### src/rtl/lc3b_types.sv
// Shared wishbone widths, request bundle and arbiter state encoding for the
// LC-3b memory hierarchy.
package lc3b_types;

  localparam int WB_ADR_W = 12;
  localparam int WB_DAT_W = 128;
  localparam int WB_SEL_W = 16;

  typedef logic [WB_ADR_W-1:0] wb_adr_t;
  typedef logic [WB_DAT_W-1:0] wb_dat_t;
  typedef logic [WB_SEL_W-1:0] wb_sel_t;

  typedef enum logic [1:0] {
    IDLE   = 2'd0,
    GRANT0 = 2'd1,
    GRANT1 = 2'd2
  } arb_state_t;

  // Requester-to-memory fields that travel together through the grant mux.
  typedef struct packed {
    wb_adr_t adr;
    wb_dat_t dat;
    wb_sel_t sel;
    logic    we;
    logic    stb;
    logic    cyc;
  } wb_req_t;

  function automatic logic wb_request(input wb_req_t r);
    return r.cyc & r.stb;
  endfunction

endpackage

### src/rtl/wb_arb_mux.sv
// Combinational grant select: forwards the owning requester to the memory bus
// and routes ACK/RTY back only to that requester.
module wb_arb_mux
  import lc3b_types::*;
(
  input  arb_state_t state,
  input  wb_req_t    m0_req,
  input  wb_req_t    m1_req,
  input  logic       s_ack,
  input  logic       s_rty,
  output wb_req_t    s_req,
  output logic       m0_ack,
  output logic       m0_rty,
  output logic       m1_ack,
  output logic       m1_rty
);

  always_comb begin
    // NOTE: every output gets a default first so no path through the case can
    // leave one unassigned and infer a latch.
    s_req  = '0;
    m0_ack = 1'b0;
    m0_rty = 1'b0;
    m1_ack = 1'b0;
    m1_rty = 1'b0;
    case (state)
      GRANT0: begin
        s_req  = m0_req;
        m0_ack = s_ack;
        m0_rty = s_rty;
      end
      GRANT1: begin
        s_req  = m1_req;
        m1_ack = s_ack;
        m1_rty = s_rty;
      end
      default: ;
    endcase
  end

endmodule

### src/rtl/wb_arbiter.sv
// Two-requester round-robin wishbone arbiter: icache (m0) and eviction
// write-back (m1) share one memory-side bus, one transfer per grant.
module wb_arbiter
  import lc3b_types::*;
(
  input  logic    clk,
  input  logic    rst,

  input  wb_adr_t m0_ADR,
  input  wb_dat_t m0_DAT_M,
  input  wb_sel_t m0_SEL,
  input  logic    m0_STB,
  input  logic    m0_CYC,
  input  logic    m0_WE,
  output logic    m0_ACK,
  output logic    m0_RTY,
  output wb_dat_t m0_DAT_S,

  input  wb_adr_t m1_ADR,
  input  wb_dat_t m1_DAT_M,
  input  wb_sel_t m1_SEL,
  input  logic    m1_STB,
  input  logic    m1_CYC,
  input  logic    m1_WE,
  output logic    m1_ACK,
  output logic    m1_RTY,
  output wb_dat_t m1_DAT_S,

  output wb_adr_t s_ADR,
  output wb_dat_t s_DAT_M,
  output wb_sel_t s_SEL,
  output logic    s_STB,
  output logic    s_CYC,
  output logic    s_WE,
  input  wb_dat_t s_DAT_S,
  input  logic    s_ACK,
  input  logic    s_RTY
);

  arb_state_t state, state_next;
  logic       last_grant;
  wb_req_t    m0_req, m1_req, s_req;
  logic       req0, req1;

  assign m0_req = '{adr: m0_ADR, dat: m0_DAT_M, sel: m0_SEL,
                    we: m0_WE, stb: m0_STB, cyc: m0_CYC};
  assign m1_req = '{adr: m1_ADR, dat: m1_DAT_M, sel: m1_SEL,
                    we: m1_WE, stb: m1_STB, cyc: m1_CYC};

  assign req0 = wb_request(m0_req);
  assign req1 = wb_request(m1_req);

  always_comb begin
    state_next = state;
    case (state)
      IDLE: begin
        if (req0 && req1) state_next = last_grant ? GRANT0 : GRANT1;
        else if (req0)    state_next = GRANT0;
        else if (req1)    state_next = GRANT1;
      end
      // A grant ends on any memory response or when the owner abandons CYC.
      GRANT0: if (s_ACK || s_RTY || !m0_CYC) state_next = IDLE;
      GRANT1: if (s_ACK || s_RTY || !m1_CYC) state_next = IDLE;
      default: state_next = IDLE;
    endcase
  end

  always_ff @(posedge clk) begin
    // NOTE: registered state uses non-blocking assignments so every flop
    // samples pre-edge values regardless of statement order.
    if (rst) begin
      state      <= IDLE;
      last_grant <= 1'b1;
    end else begin
      state <= state_next;
      if (state_next == GRANT0) last_grant <= 1'b0;
      else if (state_next == GRANT1) last_grant <= 1'b1;
    end
  end

  wb_arb_mux u_mux (
    .state  (state),
    .m0_req (m0_req),
    .m1_req (m1_req),
    .s_ack  (s_ACK),
    .s_rty  (s_RTY),
    .s_req  (s_req),
    .m0_ack (m0_ACK),
    .m0_rty (m0_RTY),
    .m1_ack (m1_ACK),
    .m1_rty (m1_RTY)
  );

  assign s_ADR   = s_req.adr;
  assign s_DAT_M = s_req.dat;
  assign s_SEL   = s_req.sel;
  assign s_WE    = s_req.we;
  assign s_STB   = s_req.stb;
  assign s_CYC   = s_req.cyc;

  assign m0_DAT_S = s_DAT_S;
  assign m1_DAT_S = s_DAT_S;

endmodule

### config.mk
export PLATFORM = sky130hd
export DESIGN_NAME = wb_arbiter
export DESIGN_NICKNAME = d
export VERILOG_FILES = /design/src/rtl/lc3b_types.sv /design/src/rtl/wb_arb_mux.sv /design/src/rtl/wb_arbiter.sv
export SDC_FILE = /design/constraint.sdc
export NUM_CORES = 1
export LEC_CHECK = 0
export ABC_AREA = 1
export CELL_PAD_IN_SITES_DETAIL_PLACEMENT = 1
export CELL_PAD_IN_SITES_GLOBAL_PLACEMENT = 2
export CORE_AREA = 2 2 337 339
export CTS_BUF_LIST = sky130_fd_sc_hd__clkbuf_2 sky130_fd_sc_hd__clkbuf_4 sky130_fd_sc_hd__clkbuf_8
export DETAILED_ROUTE_END_ITERATION = 10
export DIE_AREA = 0 0 339 341
export PLACE_DENSITY_LB_ADDON = 0.25
export SLEW_MARGIN = 20
export SYNTH_ARGS = -nofsm -noshare
export SYNTH_HDL_FRONTEND = slang
export SYNTH_SLANG_ARGS = --single-unit
### constraint.sdc
create_clock -name clk -period 1.9 [get_ports clk]
set_clock_uncertainty 0.15 [all_clocks]
set_input_delay 0.38 -clock clk [delete_from_list [all_inputs] [get_ports clk]]
set_output_delay 0.38 -clock clk [all_outputs]
set_load 0.02 [all_outputs]
# Word level (Yosys, flattened, before mapping)
# Cells that the tools add are included.
[word_totals]
ff_bits = 3
in_bits = 450
[classes]
n_eq_ne = 4
n_mux = 14
bitwise = 2
reduce_logical = 8
[op_table]
columns = ["cell", "count"]
rows = [
  ["159-bit case mux with 2 select lines", 1],
  ["2-bit 2-to-1 mux", 6],
  ["1-bit 2-to-1 mux", 6],
  ["2-bit case mux with 3 select lines", 1],
  ["2-bit by 1-bit equality test with 1-bit output, second input constant", 2],
  ["2-bit equality test, second input constant", 2],
  ["1-bit logical OR", 3],
  ["1-bit bitwise AND", 2],
  ["1-bit zero test", 2],
  ["2-bit zero test", 1],
  ["2-bit nonzero test", 1],
  ["1-bit logical AND", 1],
]

# Logic depth before layout (Yosys ltp)
# Gate-level depths: netlist of run 1.
[depth]
depth_word = 8
ltp_mapped = 12
mapped_depth_nobuf = 11

# By module
# A second synthesis of run 1 with hierarchy kept.
[hier_totals]
cells_unflattened = 825
hier_area_um2 = 4595.7
[by_module_without_submodules]
columns = ["mod", "instances", "cells_per_inst", "area_per_inst_um2", "seq_area_each_um2"]
rows = [
  ["wb_arb_mux", 1, 543, 2484.9, 0.0],
  ["wb_arbiter", 1, 282, 2110.8, 60.1],
]

# Worst setup path before layout of run 1
# Ideal clock, no wire load.
[synth_path]
path_kind = "reg2out"
start = "register state[0]"
end = "output s_ADR[0]"
t_arrival_ps = 1424
required_ps = 1370
slack_ps = -54
stages_incl_launch_ff = 7
path_buffers = 2
cell_sequence = "dfxtp_1 > inv_1 > ha_1 > inv_2 > buf_2 > buf_2 > a21oi_1"
[synth_between]
elab_chain_len = 2
elab_cells_between_ends = 3
cone_classes = "2 x eq/ne; 1 x mux"
[synth_lines]
columns = ["element", "line_no", "text"]
rows = [
  ["start, declared", "wb_arbiter.sv:40", "arb_state_t state, state_next;"],
  ["start signal, assigned", "wb_arbiter.sv:75", "state <= state_next;"],
  ["2-bit equality test or 2-bit by 1-bit equality test with 1-bit output (tied branches)", "wb_arb_mux.sv:26", "case (state)"],
  ["159-bit case mux with 2 select lines *", "wb_arb_mux.sv:26", ""],
  ["end, declared", "wb_arbiter.sv:29", "output wb_adr_t s_ADR,"],
]
# Mark *: on every way between the ends. The rest lies on a longest branch, timed or not.

# Worst setup path in the final report of run 1
[layout_path]
start = "register state[1]"
end = "output s_DAT_M[44]"
[layout_between]
elab_chain_len = 2
elab_cells_between_ends = 3
cone_classes = "2 x eq/ne; 1 x mux"
[layout_lines]
columns = ["element", "line_no", "text"]
rows = [
  ["2-bit equality test or 2-bit by 1-bit equality test with 1-bit output (tied branches)", "wb_arb_mux.sv:26", ""],
  ["159-bit case mux with 2 select lines *", "wb_arb_mux.sv:26", ""],
  ["end, declared", "wb_arbiter.sv:30", "output wb_dat_t s_DAT_M,"],
]
# Marks and branches as above.

==> results_dict.tcl, run 1 <==
set metrics [dict create \
    dr_wl_met3_mm 4.42 \
    hold_path.startpoint "last_grant" \
    final_cycle_share_pct 126 \
    synth_most_common_cell "nand2_1" \
    cellLeakagePower_nw 4.16 \
    power.clock.fraction_pct 6.8 \
    cell_taking_the_most_area_after_synthesis "buf_4" \
    reg2reg_to "last_grant" \
    p_comb_share_pct 90.5 \
    wirelength_mm 44.8 \
    io-pin-count 869 \
    max_cap_viols 0 \
    post_synth_fa_ha_maj_area_fraction_pct 1.36 \
    yosysWarnings 0 \
    die_height_um 341 \
    maxClockFrequency_ghz 0.419 \
    setup_repair_after_global_routing_missed_its_margin "true" \
    clkTransAtPathRegs_ps 30 \
    flip_flop_and_latch_count_after_synthesis 3 \
    wl_per_cell_um 16.8 \
    yosysSeqAreaShare_pct 1.31 \
    endpoint_kind "output port" \
    synth-xor-area-share_pct 0 \
    initialDrtViolationCount 116 \
    timing.critical_path.max_delay_family "buffers and inverters" \
    cts-root-to-sink-buffers 2 \
    path_cells "buf_6, ha_4, buf_12, buf_16, buf_12, nand2_1, a21oi_4, buf_6, buf_12" \
    tritoncts_num_sinks 3 \
    hold_slack_ps 380 \
    postSynthNetCount 1285 \
    drt-met1-wl_mm 16.6 \
    synth_enable_flop_cells 0 \
    die-area_um2 116000 \
    number_of_antenna_violations_at_the_first_check_in_global_routing 5 \
    final.fill_count 13300 \
    finish.net_count 1620 \
    status "finished, violations left" \
    yosys-top-cells-area "buf_4, nand2_1, a21oi_1" \
    violations "setup timing" \
    synth_top_family_by_area "buffers and inverters" \
    synthToLayoutAreaGrowth_pct 171 \
    clk_latency_ps 220 \
    worst-r2r-setup-slack_ps -400 \
    timing.critical_path.buf_inv 6 \
    cp.arrival_ps 1860 \
    max-vdd-ir-drop_mv 0.128 \
    setup_viol_count_final 164 \
    grt_first_pass_wirelength_mm 57.9 \
    worstPathMaxFanout 8 \
    first_global_vias 7256 \
    worstHoldPathCells 2 \
    async_reset_ff_share_pct 0 \
    pin_count_of_the_biggest_net_entering_global_routing 37 \
    criticalPathCategory "reg -> out" \
    worst_path_most_repeated_cell "buf_12" \
    synth_simple_gate_area_share_pct 27.9 \
    synth_top_cells_by_count "nand2_1, buf_4, a21oi_1" \
    placement_rows 123 \
    p_per_area_nw_per_um2 240 \
    detail_route.vias_per_cell 2.46 \
    fin_tns_setup_ps -51110 \
    dr.pass1.iters 4 \
    worst_slack_ps -486 \
    fraction_of_synthesized_cell_area_taken_by_the_top_area_cell_type_pct 42.2 \
    drcViolationCount 0 \
    post_route_cells_drive_above_1_share_pct 44.9 \
    worst_r2r_path_depth 14 \
    hold_violations 0 \
    crit_path_top_delay_cell "dfxtp_2" \
    post_synthesis_area_per_instance_um2 5.52 \
    yosys.cell_types.count 15 \
    yosys-mux-area-fraction_pct 0 \
    placed_cells 2593 \
    tightest_slew_ps 257 \
    hold_buffers 0 \
    layout_min_cycle_time_ps 2390 \
    hpwl_mm 35.4 \
    timing.critical_path.required_ps 1370 \
    highest_layer "met5" \
    detail-route-antenna-nets 0 \
    ys_dominant_reg_cell "dfxtp_1" \
    via_count 6547 \
    net-switching-power_mw 1.28 \
    crit_path_start_kind "flip-flop" \
    grt.overflow.total 0 \
    switching_share_pct 42.9 \
    cts.root.buffer_cell "clkbuf_8" \
    slew_viol_final 0 \
    io_buffers 484 \
    final_cells 2666 \
    sequentialPowerShare_pct 2.6 \
    die_w_um 339 \
    grt.total_usage_pct 6.99 \
    cpPeakStageDelay_ps 350 \
    cts_tree "built" \
    cts_made_buffers 3 \
    slew_headroom_pct 82.9 \
    post_synthesis_cell_area_um2 4590 \
    internal_power_mw 1.70 \
    rr_startpoint "state[1]" \
    min-delay-path-class "reg -> reg" \
    min_to "last_grant" \
    wl_met2_mm 22.8 \
    synthCells 830 \
    core_region_area_um2 112000 \
    htreeDepth 1 \
    dp_worst_setup_slack_ps -734 \
    complex_gate_fraction_of_the_synthesized_area_pct 17.7 \
    initial_core_util_pct 4.10 \
    gp_congestion 0.786 \
]
flip-flops by register name (all words and copies together) (netlist names):
| signal | count |
|---|---|
| state | 2 |
| last_grant | 1 |
power by group through the flow:
stage,Sequential (mW),Clock [mW],Combinational [mW]
after floorplan,0.0755,0,1.42
after global placement,0.0765,0,2.03
after detailed placement,0.0764,0,2.02
after CTS,0.0778,0.208,2.46
after global routing,0.0790,0.209,2.89
final,0.0789,0.203,2.70
logic make-up (layout without fill, tap and decap cells):
logic type | count (synthesis) | count (layout)
flip-flops | 3 | 3
buffers and inverters | 321 | 655
AO/OA/AOI/OAI | 162 | 162
other | 0 | 2
adder cells (fa/ha/maj) | 5 | 5
AND/OR/NAND/NOR | 339 | 339
placed cells by master, fill, tap and decap left out, types with 3 or more instances in the layout:
master           synthesis  routed
a21oi_1                161      36
a21oi_2                  0      94
a21oi_4                  0      31
buf_12                   0      65
buf_16                   0      11
buf_4                  258     130
buf_6                   21      90
buf_8                    1       7
clkbuf_16                0       7
clkbuf_8                 0       3
clkdlybuf4s50_1          0     321
ha_4                     0       3
inv_1                   11       8
nand2_1                334     265
nand2_2                  0      40
nand2_4                  0      29
per-stage QoR:
step | power [mW] | utilization (%) | instance area [µm²]
2_1_floorplan | 1.50 | - | 4660
3_3_place_gp | 2.11 | 9.21 | 10300
3_5_place_dp | 2.10 | 9.21 | 10300
4_1_cts | 2.75 | 10.3 | 11500
5_1_grt | 3.17 | 11.1 | 12400
6_report | 2.98 | 11.1 | 12400
final cells by class:
class	instances	area, µm²	area share, %
Antenna cell	2	5.00	0.0403
Sequential cell	3	62.6	0.503
Clock buffer	4	48.8	0.393
Inverter	12	60.1	0.483
Timing Repair inverter	1	8.76	0.0705
Timing Repair Buffer	638	7160	57.6
Multi-Input combinational cell	506	3210	25.8
Tap cell	1500	1880	15.1
worst max-delay path by stage:
| stage | endpoint | start | depth (start not counted) | slack, ps |
|---|---|---|---|---|
| finish | s_DAT_M[44] | state[1] | 9 | -490 |
| global route | s_DAT_M[44] | state[0] | 10 | -550 |
| CTS | s_DAT_M[82] | state[1] | 9 | -520 |
| detailed placement | s_DAT_M[109] | state[0] | 6 | -730 |
| global placement | s_DAT_M[109] | state[0] | 6 | -780 |
| floorplan | s_ADR[0] | state[0] | 6 | -50 |
routing by layer:
metal | GRT usage, % | up-vias
met3 | 2.89 | 74
met5 | 0 | -
met1 | 7.62 | 2951
li1 | - | 3023
met4 | 1.40 | 6
met2 | 12.6 | 493
worst reg2reg max path: cells and delay by family, from the launching register on:
family | cells | cell delay [ps]
AO/OA/AOI/OAI | 2 | 220
adder cells (fa/ha/maj) | 2 | 480
AND/OR/NAND/NOR | 5 | 380
flip-flops | 1 | 330
buffers and inverters | 5 | 620
timing repair:
item                                    in CTS  in global routing
cloned                                      10                  7
buffers inserted                            25                 34
resized for setup                          682                302
endpoints found under the setup margin     166                166
pin swaps                                   58                 42
Power figures use the tool's default switching activity.
==> inputs of run 2 (changes only) <==
--- a/config.mk
+++ b/config.mk
@@ -12,7 +12,7 @@
 export CTS_BUF_LIST = sky130_fd_sc_hd__clkbuf_2 sky130_fd_sc_hd__clkbuf_4 sky130_fd_sc_hd__clkbuf_8
 export DETAILED_ROUTE_END_ITERATION = 10
 export DIE_AREA = 0 0 339 341
-export PLACE_DENSITY_LB_ADDON = 0.25
+export PLACE_DENSITY = 0.53
 export SLEW_MARGIN = 20
 export SYNTH_ARGS = -nofsm -noshare
 export SYNTH_HDL_FRONTEND = slang
==> constraint.sdc (replaced) <==
create_clock -name clk -period 2.8 [get_ports clk]
set_clock_uncertainty 0.15 [all_clocks]
set_input_delay 0.56 -clock clk [delete_from_list [all_inputs] [get_ports clk]]
set_output_delay 0.56 -clock clk [all_outputs]
set_load 0.02 [all_outputs]
==> results_dict.tcl, run 2 (synthesis results as in run 1) <==
set metrics [dict create \
    p_per_area_nw_per_um2 156 \
    setup_viol_count_final 0 \
    final_cell_mix "nand2_1, clkdlybuf4s50_1, a21oi_1, buf_4, dlygate4sd2_1" \
    dr.pass1.iters 4 \
    largest_register_ff_count 2 \
    final_cycle_share_pct 96.7 \
    detail-route-antenna-nets 0 \
    hpwl_mm 47.2 \
    io_buffers 484 \
    drcViolationCount 0 \
    fin_tns_setup_ps 0 \
    gp_congestion 0.725 \
    detail_route.vias_per_cell 2.42 \
    cp.arrival_ps 2000 \
    wl_per_cell_um 20.8 \
    die-area_um2 116000 \
    biggestRegsByFlops "state x2, last_grant x1" \
    core_region_area_um2 112000 \
    grt.overflow.total 0 \
    criticalPathCategory "reg -> out" \
    placement_rows 123 \
    io-pin-count 869 \
    max-vdd-ir-drop_mv 0.146 \
    die_height_um 341 \
    htreeDepth 1 \
    via_count 6297 \
    max_cap_viols 0 \
    status "complete, no violations" \
    clkTransAtPathRegs_ps 30 \
    cts_tree "built" \
    grt.total_usage_pct 8.56 \
    cts-root-to-sink-buffers 2 \
    slew_headroom_pct 76.1 \
    met2_track_usage_gr_pct 14.0 \
    maxClockFrequency_ghz 0.369 \
    detailed_place.area_um2 10100 \
    post_route_cells_drive_above_1_share_pct 20.5 \
    grt_util_met3_pct 6.77 \
    origin_of_the_worst_setup_path "state[0]" \
    worst_slack_ps 91.8 \
    first_global_vias 6960 \
    hold_slack_ps 333 \
    grt_most_used_layer "met2" \
    dp_worst_setup_slack_ps 32.1 \
    pin_count_of_the_biggest_net_entering_global_routing 42 \
    registers.top_by_ff_count "state" \
    clk_latency_ps 220 \
    crit_path_start_kind "flip-flop" \
    worstPathMaxFanout 14 \
    rr_startpoint "state[0]" \
    final.fill_count 13500 \
    slew_viol_final 0 \
    hold_violations 0 \
    layout_min_cycle_time_ps 2710 \
    tightest_slew_ps 360 \
    timing.critical_path.required_ps 2090 \
    initialDrtViolationCount 142 \
    number_of_antenna_violations_at_the_first_check_in_global_routing 12 \
    cellLeakagePower_nw 3.60 \
    grt_first_pass_wirelength_mm 66.7 \
    min-delay-path-class "reg -> reg" \
    hold_path.startpoint "last_grant" \
    leading_cell_type_in_the_layout_fill_and_taps_excluded "nand2_1" \
    final_area_um2 10500 \
    wirelength_mm 54.0 \
    tritoncts_num_sinks 3 \
    endpoint_kind "output port" \
    synthToLayoutAreaGrowth_pct 130 \
    die_w_um 339 \
    initial_core_util_pct 4.10 \
    globalRouteMet1Util_pct 8.84 \
    cts.root.buffer_cell "clkbuf_8" \
    finish.net_count 1556 \
    cts_made_buffers 3 \
]
[run 2: layout make-up]
| type | count | area (µm²) | share of cell area (%) |
|---|---|---|---|
| Tap cell | 1500 | 1880 | 17.8 |
| Inverter | 12 | 71.3 | 0.677 |
| Timing Repair Buffer | 573 | 6050 | 57.4 |
| Sequential cell | 3 | 60.1 | 0.570 |
| Antenna cell | 1 | 2.50 | 0.0237 |
| Timing Repair inverter | 2 | 22.5 | 0.214 |
| Clock buffer | 4 | 48.8 | 0.463 |
| Multi-Input combinational cell | 506 | 2410 | 22.8 |
[run 2: path summary, 6_finish.rpt]
path                                     to  slack [ps]  cells past startpoint
worst max-delay path            s_DAT_M[96]          90                      9
worst min-delay path             last_grant         330                      2
worst max register to register   last_grant         500                     14
worst min register to register   last_grant         330                      2
[run 2: what timing repair did]
| action | 4_1_cts | 5_1_grt |
|---|---|---|
| hold buffers | 0 | 0 |
| resized for setup | 104 | 34 |
| cloned | 0 | 4 |
| setup buffers | 3 | 12 |
| pin swaps | 0 | 6 |
| setup endpoints to repair | 98 | 61 |
[run 2: through the flow]
stage               power, mW  instances  util (%)
floorplan                1.00        830         -
global placement         1.43       2577      8.98
detailed placement       1.42       2577      8.98
CTS                      1.59       2584      9.11
global route             1.78       2601      9.42
finish                   1.64       2601      9.42
[run 2: metal layers]
layer / routed length [µm] / vias to the layer above
met2: 24700 / 633
met5: 468 / -
met3: 9090 / 31
met4: 287 / 20
met1: 19400 / 2729
li1: - / 2884
[run 2: where the power goes]
group	switching [mW]	leakage [nW]	internal (mW)
Combinational	0.688	3.55	0.761
Sequential	0.00272	0.0247	0.0478
Clock	0.0337	0.0262	0.107
Total	0.724	3.60	0.916
[run 2: worst max-delay path, cell delays in order, from the launching register on]
cell and delay (ps):
dfxtp_1 340, buf_4 140, ha_4 190, buf_12 180
buf_12 140, buf_6 140, nand2_1 90, a21oi_4 210
buf_4 150, buf_4 130
